### src/rtl/cpu_run_ctrl.sv
// ============================================================================
// cpu_run_ctrl : boots, runs, pauses, single-steps and stops the RISC-V core.
// Rev 1.0
// ============================================================================
`default_nettype none

module cpu_run_ctrl #(
    parameter int CNT_W       = 32,
    parameter int BOOT_CYCLES = 2
) (
    input  logic             clk,
    input  logic             rst_n,
    input  logic             start,
    input  logic             instr_retire,
    input  logic             halt_req,
    input  logic             dbg_halt,
    input  logic             dbg_step,
    input  logic [CNT_W-1:0] cycle_limit,
    output logic             cpu_en,
    output logic             core_rst,
    output logic             running,
    output logic             done,
    output logic             timeout,
    output logic [CNT_W-1:0] cycle_cnt,
    output logic [CNT_W-1:0] instret_cnt,
    output logic [2:0]       state
);

    typedef enum logic [2:0] {
        S_IDLE    = 3'd0,
        S_BOOT    = 3'd1,
        S_RUN     = 3'd2,
        S_PAUSED  = 3'd3,
        S_STEP    = 3'd4,
        S_HALTED  = 3'd5,
        S_TIMEOUT = 3'd6
    } state_t;

    localparam int              BW        = (BOOT_CYCLES > 1) ? $clog2(BOOT_CYCLES) : 1;
    localparam logic [BW-1:0]   BOOT_LAST = BW'(BOOT_CYCLES - 1);
    localparam logic [BW-1:0]   BOOT_ONE  = BW'(1);
    localparam logic [CNT_W-1:0] CNT_ONE  = CNT_W'(1);

    state_t          cur_state;
    state_t          nxt_state;
    logic [BW-1:0]   boot_cnt;
    logic            counting;
    logic            limit_hit;
    logic            halt_now;
    logic            restart;

    assign counting  = (cur_state == S_RUN) || (cur_state == S_STEP);
    // Compare against limit-1 so cycle_cnt equals the limit once TIMEOUT is entered.
    assign limit_hit = counting && (cycle_limit != '0) && (cycle_cnt == cycle_limit - CNT_ONE);
    assign halt_now  = instr_retire && halt_req;
    assign restart   = start && ((cur_state == S_IDLE) || (cur_state == S_HALTED) ||
                                 (cur_state == S_TIMEOUT));

    always_ff @(posedge clk) begin
        if (!rst_n) begin
            cur_state   <= S_IDLE;
            boot_cnt    <= '0;
            cycle_cnt   <= '0;
            instret_cnt <= '0;
        end else begin
            cur_state <= nxt_state;
            if (restart) begin
                boot_cnt    <= '0;
                cycle_cnt   <= '0;
                instret_cnt <= '0;
            end else begin
                if (cur_state == S_BOOT && boot_cnt != BOOT_LAST)
                    boot_cnt <= boot_cnt + BOOT_ONE;
                if (counting) begin
                    if (cycle_cnt != '1)
                        cycle_cnt <= cycle_cnt + CNT_ONE;
                    if (instr_retire && instret_cnt != '1)
                        instret_cnt <= instret_cnt + CNT_ONE;
                end
            end
        end
    end

    always_comb begin
        nxt_state = cur_state;
        case (cur_state)
            S_IDLE:    if (start) nxt_state = S_BOOT;
            S_BOOT:    if (boot_cnt == BOOT_LAST) nxt_state = S_RUN;
            S_RUN: begin
                if (halt_now)       nxt_state = S_HALTED;
                else if (limit_hit) nxt_state = S_TIMEOUT;
                else if (dbg_halt)  nxt_state = S_PAUSED;
            end
            S_PAUSED: begin
                if (!dbg_halt)     nxt_state = S_RUN;
                else if (dbg_step) nxt_state = S_STEP;
            end
            S_STEP: begin
                if (halt_now)          nxt_state = S_HALTED;
                else if (limit_hit)    nxt_state = S_TIMEOUT;
                else if (instr_retire) nxt_state = S_PAUSED;
            end
            S_HALTED:  if (start) nxt_state = S_BOOT;
            S_TIMEOUT: if (start) nxt_state = S_BOOT;
            default:   nxt_state = S_IDLE;
        endcase
    end

    assign cpu_en   = counting;
    assign core_rst = (cur_state == S_IDLE) || (cur_state == S_BOOT);
    assign running  = counting;
    assign done     = (cur_state == S_HALTED) || (cur_state == S_TIMEOUT);
    assign timeout  = (cur_state == S_TIMEOUT);
    assign state    = cur_state;

endmodule

`default_nettype wire

### config.mk
export PLATFORM = sky130hd
export DESIGN_NAME = cpu_run_ctrl
export DESIGN_NICKNAME = d
export VERILOG_FILES = /design/src/rtl/cpu_run_ctrl.sv
export SDC_FILE = /design/constraint.sdc
export NUM_CORES = 1
export LEC_CHECK = 0
export CAP_MARGIN = 20
export CORE_ASPECT_RATIO = 1.1
export CORE_MARGIN = 10
export CORE_UTILIZATION = 51
export CTS_CLUSTER_DIAMETER = 200
export DETAILED_ROUTE_END_ITERATION = 7
export GPL_TIMING_DRIVEN = 1
export PLACE_DENSITY_LB_ADDON = 0.25
export SLEW_MARGIN = 40
export SYNTH_ARGS = -nofsm -noshare
export SYNTH_HDL_FRONTEND = slang
export SYNTH_SLANG_ARGS = --single-unit
### constraint.sdc
create_clock -name clk -period 4.1 [get_ports clk]
set_clock_uncertainty 0.1 [all_clocks]
set_input_delay 0.82 -clock clk [delete_from_list [all_inputs] [get_ports clk]]
set_output_delay 0.82 -clock clk [all_outputs]
set_load 0.02 [all_outputs]
== Word level (Yosys, flattened, before mapping) ==
Cells that the tools add are included.
Operators by class
  shift-type cells: 0
  equal/unequal tests: 14
  reduce and logical (&&, ||, !) cells: 18
  add/sub/neg operators: 4
  mux-type cells: 11
  div/mod/pow operators: 0
  bitwise gates (word level): 2
  $lt $le $gt $ge: 0
  multiply operators: 0
Operators with widths (count)
  adder 32 x 1 -> 32 bit, second input constant: 2
  inequality test 32 bit, second input constant: 2
  equality test 32 bit: 1
  nonzero test 32 bit: 1
  subtractor 32 x 1 -> 32 bit, second input constant: 1
  2-to-1 mux 3 bit: 10
  one-hot mux 3 bit (5 select lines): 1
  equality test 3 bit, second input constant: 3
  inequality test 4 bit, second input constant: 2
  equality test 3 x 2 -> 1 bit, second input constant: 2
  logical AND 1 bit: 6
  logical OR 1 bit: 5
  AND reduction 5 bit: 1
  AND reduction 2 bit: 2
  equality test 3 x 1 -> 1 bit, second input constant: 1
  logical NOT 3 bit: 1
  inequality test 3 bit, second input constant: 1
  OR reduction 3 bit: 1
  inequality test 2 x 1 -> 1 bit, second input constant: 1
  inequality test 2 bit, second input constant: 1
  NOT 1 bit: 2
  OR reduction 2 bit: 1
  adder 1 bit, second input constant: 1
Storage, ports and cells
  memories kept: 0
  bits in registers: 68
  memory bits (writable): 0
  word-level logic and storage cells: 53
  memory bits (read-only): 0
  latch bits: 0
  input port bits: 39

== Depth between registers and ports, before layout ==
Gate-level depths: netlist of run 1.
  word-level depth: 7
  depth in mapped cells: 12
  gate-level depth less buffers: 10

== Least setup slack after synthesis of run 1 ==
No wires, ideal clock.
  kind: input port to flip-flop
  start: input port cycle_limit[0]
  end: register cur_state[2], in the netlist state[2]
  stages on the path: 12
  path slack: 0.263 ns
  required time: 3.884 ns
  data arrival time: 3.622 ns
  cells stage by stage: inv_1 -> ha_1 -> or4b_1 -> clkbuf_1 -> or4_1 -> clkbuf_2 -> or4_4 -> xor2_1 -> nor2_1 -> a2111oi_4 -> nand4b_2 -> a31o_1
On the way
  longest elaborated chain between the ends: 6
Ends and longest elaborated chain
  start: declaration: RTL line 18  | input logic [CNT_W-1:0] cycle_limit,
  subtractor 32 x 1 -> 32 bit / nonzero test 32 bit (equally long branches): RTL line 54  | assign limit_hit = counting && (cycle_limit != '0) && (cycle_cnt == cycle_limit - CNT_ONE);
  equality test 32 bit / logical AND 1 bit (equally long branches): RTL line 54
  logical AND 1 bit *: RTL line 54
  2-to-1 mux 3 bit, on equally long branches: RTL line 100, 91
  2-to-1 mux 3 bit, on equally long branches: RTL line 99, 90
  one-hot mux 3 bit (5 select lines): RTL line 86  | case (cur_state)
  end signal: assignment: RTL line 66  | cur_state <= nxt_state;
  end: declaration: RTL line 44  | state_t cur_state;
Mark *: on every way between the ends. The rest lies on a longest branch, timed or not.
A chain may end at the register's enable or synchronous reset.

== Worst setup path in the final report of run 1 ==
Same ends and word-level chain as after synthesis.

==> run_results.csv, run 1 <==
group,metric,value,unit
setup_path,cp.buffers_inverters,2,
global_route,grt_max_degree,46,
die,dieWidth,111,µm
setup_path,r2r.worst_path.cells,8,
setup_path,crit_chain,"clkdlybuf4s50_1 -> inv_1 -> ha_1 -> or4b_1 -> or4_1 -> or4_4 -> xor2_1 -> nor2_1 -> a2111oi_4 -> nand4b_2 -> a31o_1",
hold_path,hold-path-endpoint,"boot_cnt",
synth,synthCells,591,
synth,ys_warn_count,0,
cts,post_cts_buffers,0,
global_route,met2_usage,35.1,%
sta,slew_violations,0,
cts,htreeDepth,3,
cts,cts_tree,"yes",
cts,clockBufferDepth,2,
route,drt_pass1_iterations,7,
setup_path,critPathTopFamily,"simple AND/OR/NAND/NOR gates",
hold_path,holdCritStartpoint,"boot_cnt",
synth,ys_types,63,
route,wl,14300,µm
sta,tightest_slew,0.652,ns
die,ios,111,
global_route,busiest_layer,"met2",
global_route,grt_pass1_vias,4746,
synth,synth_nets,633,
status,status,"complete, no violations",
run,cap_violations,0,
cts,clock-root-buffer,"clkbuf_8",
global_route,antenna_found_initial,0,
final_layout,final_cell_mix,"clkdlybuf4s50_1 (110), nor2_1 (88), dfxtp_1 (68), xor2_1 (48), xnor2_1 (45)",
place,hpwl,11100,µm
final_layout,multi_input_area,3070,µm²
die,initial_core_util,52.1,%
synth,synth.avg_cell_area,7.78,µm²
pwr,power_density,296,nW/µm²
sta,slew_headroom,56.4,%
die,die_h,120,µm
setup_path,worstSetupStartpointType,"input port",
die,rows,36,
setup_path,crit_required,4.24,ns
final_layout,syn_to_final_growth,35.0,%
final_layout,layout_commonest_cell,"clkdlybuf4s50_1",
synth,synth.cell_area,4600,µm²
synth,synth-async-reset-ratio,0,%
sta,hold_viol_final,0,
cts,cts_buffers,9,
place,port_buffers,110,
die,dieArea,13200,µm²
synth,ys_seq_elements,68,
sta,fmax,0.253,GHz
global_route,grt-ovfl-total,0,
place,dp_worst_setup_slack,-0.181,ns
sta,setup_violations,0,
setup_path,timing.rr.end,"state[2]",
global_route,globalRouteTotalUtil,20.5,%
sta,worst_hold_slack,0.385,ns
sta,fin_crit_sh,96.3,%
sta,period_needed,3.95,ns
route,via_per_inst,5.74,
setup_path,arrival,4.09,ns
die,core-area,8830,µm²
sta,timing.final.ws_setup,0.154,ns
final_layout,drive_gt1_share,9.35,%
setup_path,r2r-start,"state[1]",
setup_path,reg2reg_slack,0.89,ns
sta,rsz0062_at_grt,"false",
setup_path,crit_fanout,5,
synth,ys_seq_area_share,29.6,%
route,drtIter0Drc,264,
pwr,p_leak,2.16,nW
route,wire_per_inst,17.0,µm
global_route,grtUsageMet1,24.7,%
final_layout,fillers,759,
cts,post_cts_resize_count,0,
final_layout,n_antenna_cell,0,
final_layout,fin_nets,764,
hold_path,hp-class,"register to register",
setup_path,crit_path_end_kind,"register",
route,drc,0,
hold_path,whs_path_depth,2,
setup_path,critPathMaxStageDelay,0.52,ns
cts,clock-sinks,68,
synth,synth_ff_type,"dfxtp_1",
cts,cts.clk_slew.worst_paths,0.08,ns
setup_path,critPathSlowestCell,"or4_1",
final_layout,ff_latch_area,1360,µm²
synth,synth_edf_count,0,
route,ant_nets,0,
global_route,grt_use_met3,5.28,%
pwr,ir_drop,0.242,mV
place,place_congestion,1.02,
setup_path,crit_type,"input port to register",
sta,finalSetupTns,0,ns
route,via_count,4827,
cts,ctsHoldBuffers,0,
cts,clk_latency,0.35,ns
global_route,grt_pass1_wl,23300,µm
-- layer usage --
layer | part of all wire, % | vias to the layer above
li1 | - | 2367
met1 | 43 | 2269
met2 | 48 | 174
met3 | 7.5 | 17
met4 | 1.8 | 0
met5 | 0 | -
-- logic make-up after synthesis --
logic type	Yosys count	synth area share, %
AO/OA/AOI/OAI	65	10.3
buffers and inverters	41	3.92
multiplexers	7	1.58
AND/OR/NAND/NOR	314	36.0
adder cells (fa/ha/maj)	3	0.817
flip-flops	68	29.6
XOR/XNOR	93	17.7
-- worst min-delay path: cells and delay by family (launching register included) --
kind | cells | cell delay [ns]
AOI/OAI and AO/OA | 1 | 0.04
DFF | 1 | 0.34
and+or+nand+nor | 1 | 0.07
-- where the power goes --
group          internal, mW  switching [mW]  leakage (nW)
combinational         0.233           0.291          1.51
sequential            0.680          0.0487         0.548
clock                 0.291           0.294        0.0988
total                  1.20           0.634          2.16
-- per-stage QoR --
step | util, % | power, mW | cell area [µm²] | instances
finish | 70.3 | 1.84 | 6210 | 841
global route | 70.3 | 1.93 | 6210 | 841
CTS | 70.2 | 1.85 | 6200 | 841
detailed placement | 67.8 | 1.26 | 5990 | 825
global placement | 67.8 | 1.25 | 5990 | 825
floorplan | - | 1.07 | 4600 | 591
-- worst max path at each step --
| stage | start | endpoint | depth (start not counted) |
|---|---|---|---|
| after global routing | cycle_limit[0] | state[2] | 11 |
| after global placement | cycle_limit[0] | state[2] | 11 |
| after floorplan | cycle_limit[0] | state[2] | 12 |
| after CTS | cycle_limit[0] | state[2] | 11 |
| after detailed placement | cycle_limit[0] | state[2] | 11 |
| final | cycle_limit[0] | state[2] | 11 |
-- cell usage after synthesis (all sizes together) (2+ instances only) --
| cell type | instances | share of area, % |
|---|---|---|
| o22ai | 2 | 0.27 |
| nor3b | 3 | 0.49 |
| and4b | 2 | 0.44 |
| or2 | 2 | 0.27 |
| a41oi | 3 | 0.57 |
| and3 | 12 | 1.6 |
| nor4 | 20 | 2.7 |
| a31oi | 5 | 0.68 |
| ha | 3 | 0.82 |
| nand3 | 27 | 2.9 |
| a21oi | 14 | 1.5 |
| and4 | 11 | 2.1 |
| a31o | 4 | 0.76 |
| nand4 | 23 | 3.1 |
| buf | 6 | 1.0 |
| or4 | 7 | 1.2 |
| o31ai | 3 | 0.49 |
| and3b | 2 | 0.38 |
| nor3 | 25 | 2.7 |
| nand4b | 3 | 0.71 |
| nor2b | 11 | 1.5 |
| inv | 15 | 1.2 |
| o41ai | 2 | 0.38 |
| nand3b | 4 | 0.65 |
| or3 | 5 | 0.71 |
| xnor2 | 45 | 8.6 |
| xor2 | 48 | 9.1 |
| a21boi | 3 | 0.49 |
| clkbuf | 20 | 1.7 |
| nor4b | 3 | 0.57 |
| mux2 | 2 | 0.49 |
| o21ai | 10 | 1.1 |
| nand2b | 3 | 0.41 |
| a211oi | 3 | 0.60 |
| and2 | 16 | 2.2 |
| o31a | 2 | 0.38 |
| dfxtp | 68 | 30 |
| mux2i | 5 | 1.1 |
| o211ai | 3 | 0.49 |
| nand2 | 45 | 3.7 |
| nor2 | 88 | 7.2 |
-- layout make-up --
cell class / instances / area share, %
multi-input cells: 482 / 49.4
repair buffers: 146 / 22.1
flip-flops and latches: 68 / 21.9
well taps: 114 / 2.30
clock buffers: 9 / 2.00
clock inverters: 7 / 1.33
inverters: 15 / 0.907
-- sequential cells by signal, indices dropped and copies added, names as in the netlist --
| name | cells |
|---|---|
| cycle_cnt | 32 |
| instret_cnt | 32 |
| state | 3 |
| boot_cnt | 1 |
Note: power is estimated with default switching activity, not from simulation.
==> inputs of run 2 (changes only) <==
--- a/config.mk
+++ b/config.mk
@@ -6,7 +6,6 @@
 export NUM_CORES = 1
 export LEC_CHECK = 0
 export CAP_MARGIN = 20
-export CORE_ASPECT_RATIO = 1.1
 export CORE_MARGIN = 10
 export CORE_UTILIZATION = 51
 export CTS_CLUSTER_DIAMETER = 200
==> run 2 against run 1 <==
- fmax rose by 2.3%
- via count grew 1.3%
- first-iteration DRC count rose by 0.76%
- cell area shrank 0.26%
- non-clock buffer count stayed put
- clock power down 3.9%
- combinational power about the same
- largest power group unchanged
- total power down 1.2%
- setup slack better by 0.088 ns
- die area about the same
- register-to-register slack worse by 0.06 ns
==> run_results.csv, run 2 (synthesis gave the netlist of run 1 again) <==
group,metric,value,unit
sta,period_needed,3.86,ns
status,status,"complete, no violations",
cts,htreeDepth,3,
place,port_buffers,110,
cts,clockBufferDepth,2,
setup_path,worstSetupStartpointType,"input port",
cts,cts.clk_slew.worst_paths,0.07,ns
final_layout,fin_nets,764,
cts,clock-root-buffer,"clkbuf_8",
die,initial_core_util,52.5,%
setup_path,crit_required,4.24,ns
global_route,antenna_found_initial,0,
route,ant_nets,0,
run,cap_violations,0,
sta,fin_crit_sh,94.1,%
cts,ctsHoldBuffers,0,
place,dp_worst_setup_slack,-0.0934,ns
final_layout,drive_gt1_share,9.35,%
pwr,power_density,293,nW/µm²
final_layout,final_cell_mix,"clkdlybuf4s50_1 (110), nor2_1 (88), dfxtp_1 (68), xor2_1 (48), xnor2_1 (45)",
sta,finalSetupTns,0,ns
final_layout,ff_latch_area,1360,µm²
cts,clock-sinks,68,
global_route,grt_max_degree,52,
global_route,globalRouteTotalUtil,21.3,%
sta,rsz0062_at_grt,"false",
setup_path,reg2reg_slack,0.83,ns
die,die_h,115,µm
final_layout,n_antenna_cell,0,
die,core-area,8760,µm²
pwr,p_leak,2.16,nW
die,ios,111,
sta,timing.final.ws_setup,0.242,ns
cts,cts_buffers,9,
sta,slew_headroom,53.4,%
route,via_count,4892,
sta,setup_violations,0,
cts,post_cts_buffers,0,
hold_path,hp-class,"register to register",
pwr,ir_drop,0.209,mV
cts,post_cts_resize_count,0,
global_route,grt_pass1_vias,4768,
die,rows,34,
sta,slew_violations,0,
cts,clk_latency,0.35,ns
global_route,grt-ovfl-total,0,
die,dieArea,13200,µm²
setup_path,crit_fanout,3,
final_layout,syn_to_final_growth,34.7,%
setup_path,crit_type,"input port to register",
route,wl,14400,µm
final_layout,fillers,731,
place,place_congestion,0.931,
place,hpwl,11200,µm
sta,hold_viol_final,0,
setup_path,crit_path_end_kind,"register",
cts,cts_tree,"yes",
route,drt_pass1_iterations,6,
setup_path,arrival,3.99,ns
sta,tightest_slew,0.697,ns
route,wire_per_inst,17.2,µm
final_layout,multi_input_area,3070,µm²
route,drtIter0Drc,266,
sta,fmax,0.259,GHz
route,drc,0,
die,dieWidth,115,µm
global_route,grt_pass1_wl,23500,µm
final_layout,layout_commonest_cell,"clkdlybuf4s50_1",
route,via_per_inst,5.86,
## run 2: routing by layer
metal | vias to the layer above | wire, µm | track usage, %
li1 | 2364 | - | -
met1 | 2334 | 6330 | 27.3
met2 | 173 | 6640 | 33.9
met3 | 21 | 1180 | 6.30
met4 | 0 | 231 | 6.11
met5 | - | 0 | 0
## run 2: layout make-up
type | instances | share of cell area (%)
clock buffer | 9 | 2.00
sequential | 68 | 22.0
inverter | 15 | 0.909
clock inverter | 7 | 1.21
multi-input combinational | 482 | 49.6
tap | 108 | 2.18
timing repair buffer | 146 | 22.2
## run 2: critical path, cell delays in order
cell             delay, ns
clkdlybuf4s50_1       0.42
inv_1                 0.07
ha_1                  0.17
or4b_1                0.51
or4_1                 0.46
or4_4                 0.46
xor2_1                0.16
nor2_1                0.09
a2111oi_4             0.40
nand4b_2              0.20
a31o_1                0.25
## run 2: where the power goes
part / total, mW / leakage [nW] / internal, mW / switching, mW
logic: 0.524 / 1.51 / 0.234 / 0.291
clock network: 0.562 / 0.104 / 0.284 / 0.278
registers: 0.730 / 0.548 / 0.680 / 0.0498
total: 1.82 / 2.16 / 1.20 / 0.619
## run 2: stage by stage
stage | area (µm²) | power (mW) | util [%] | hold WS (ns) | instances
2_1_floorplan | 4600 | 1.07 | - | 0.338 | 591
3_3_place_gp | 5980 | 1.25 | 68.3 | 0.357 | 819
3_5_place_dp | 5990 | 1.27 | 68.3 | 0.365 | 819
4_1_cts | 6190 | 1.83 | 70.6 | 0.384 | 835
5_1_grt | 6190 | 1.91 | 70.6 | 0.430 | 835
6_report | 6190 | 1.82 | 70.6 | 0.383 | 835
## run 2: final timing paths
kind	cells past startpoint	to	start
hold reg to reg	2	boot_cnt	boot_cnt
setup / recovery	11	state[2]	cycle_limit[0]
setup reg to reg	6	cycle_cnt[21]	state[1]
hold / removal	2	boot_cnt	boot_cnt
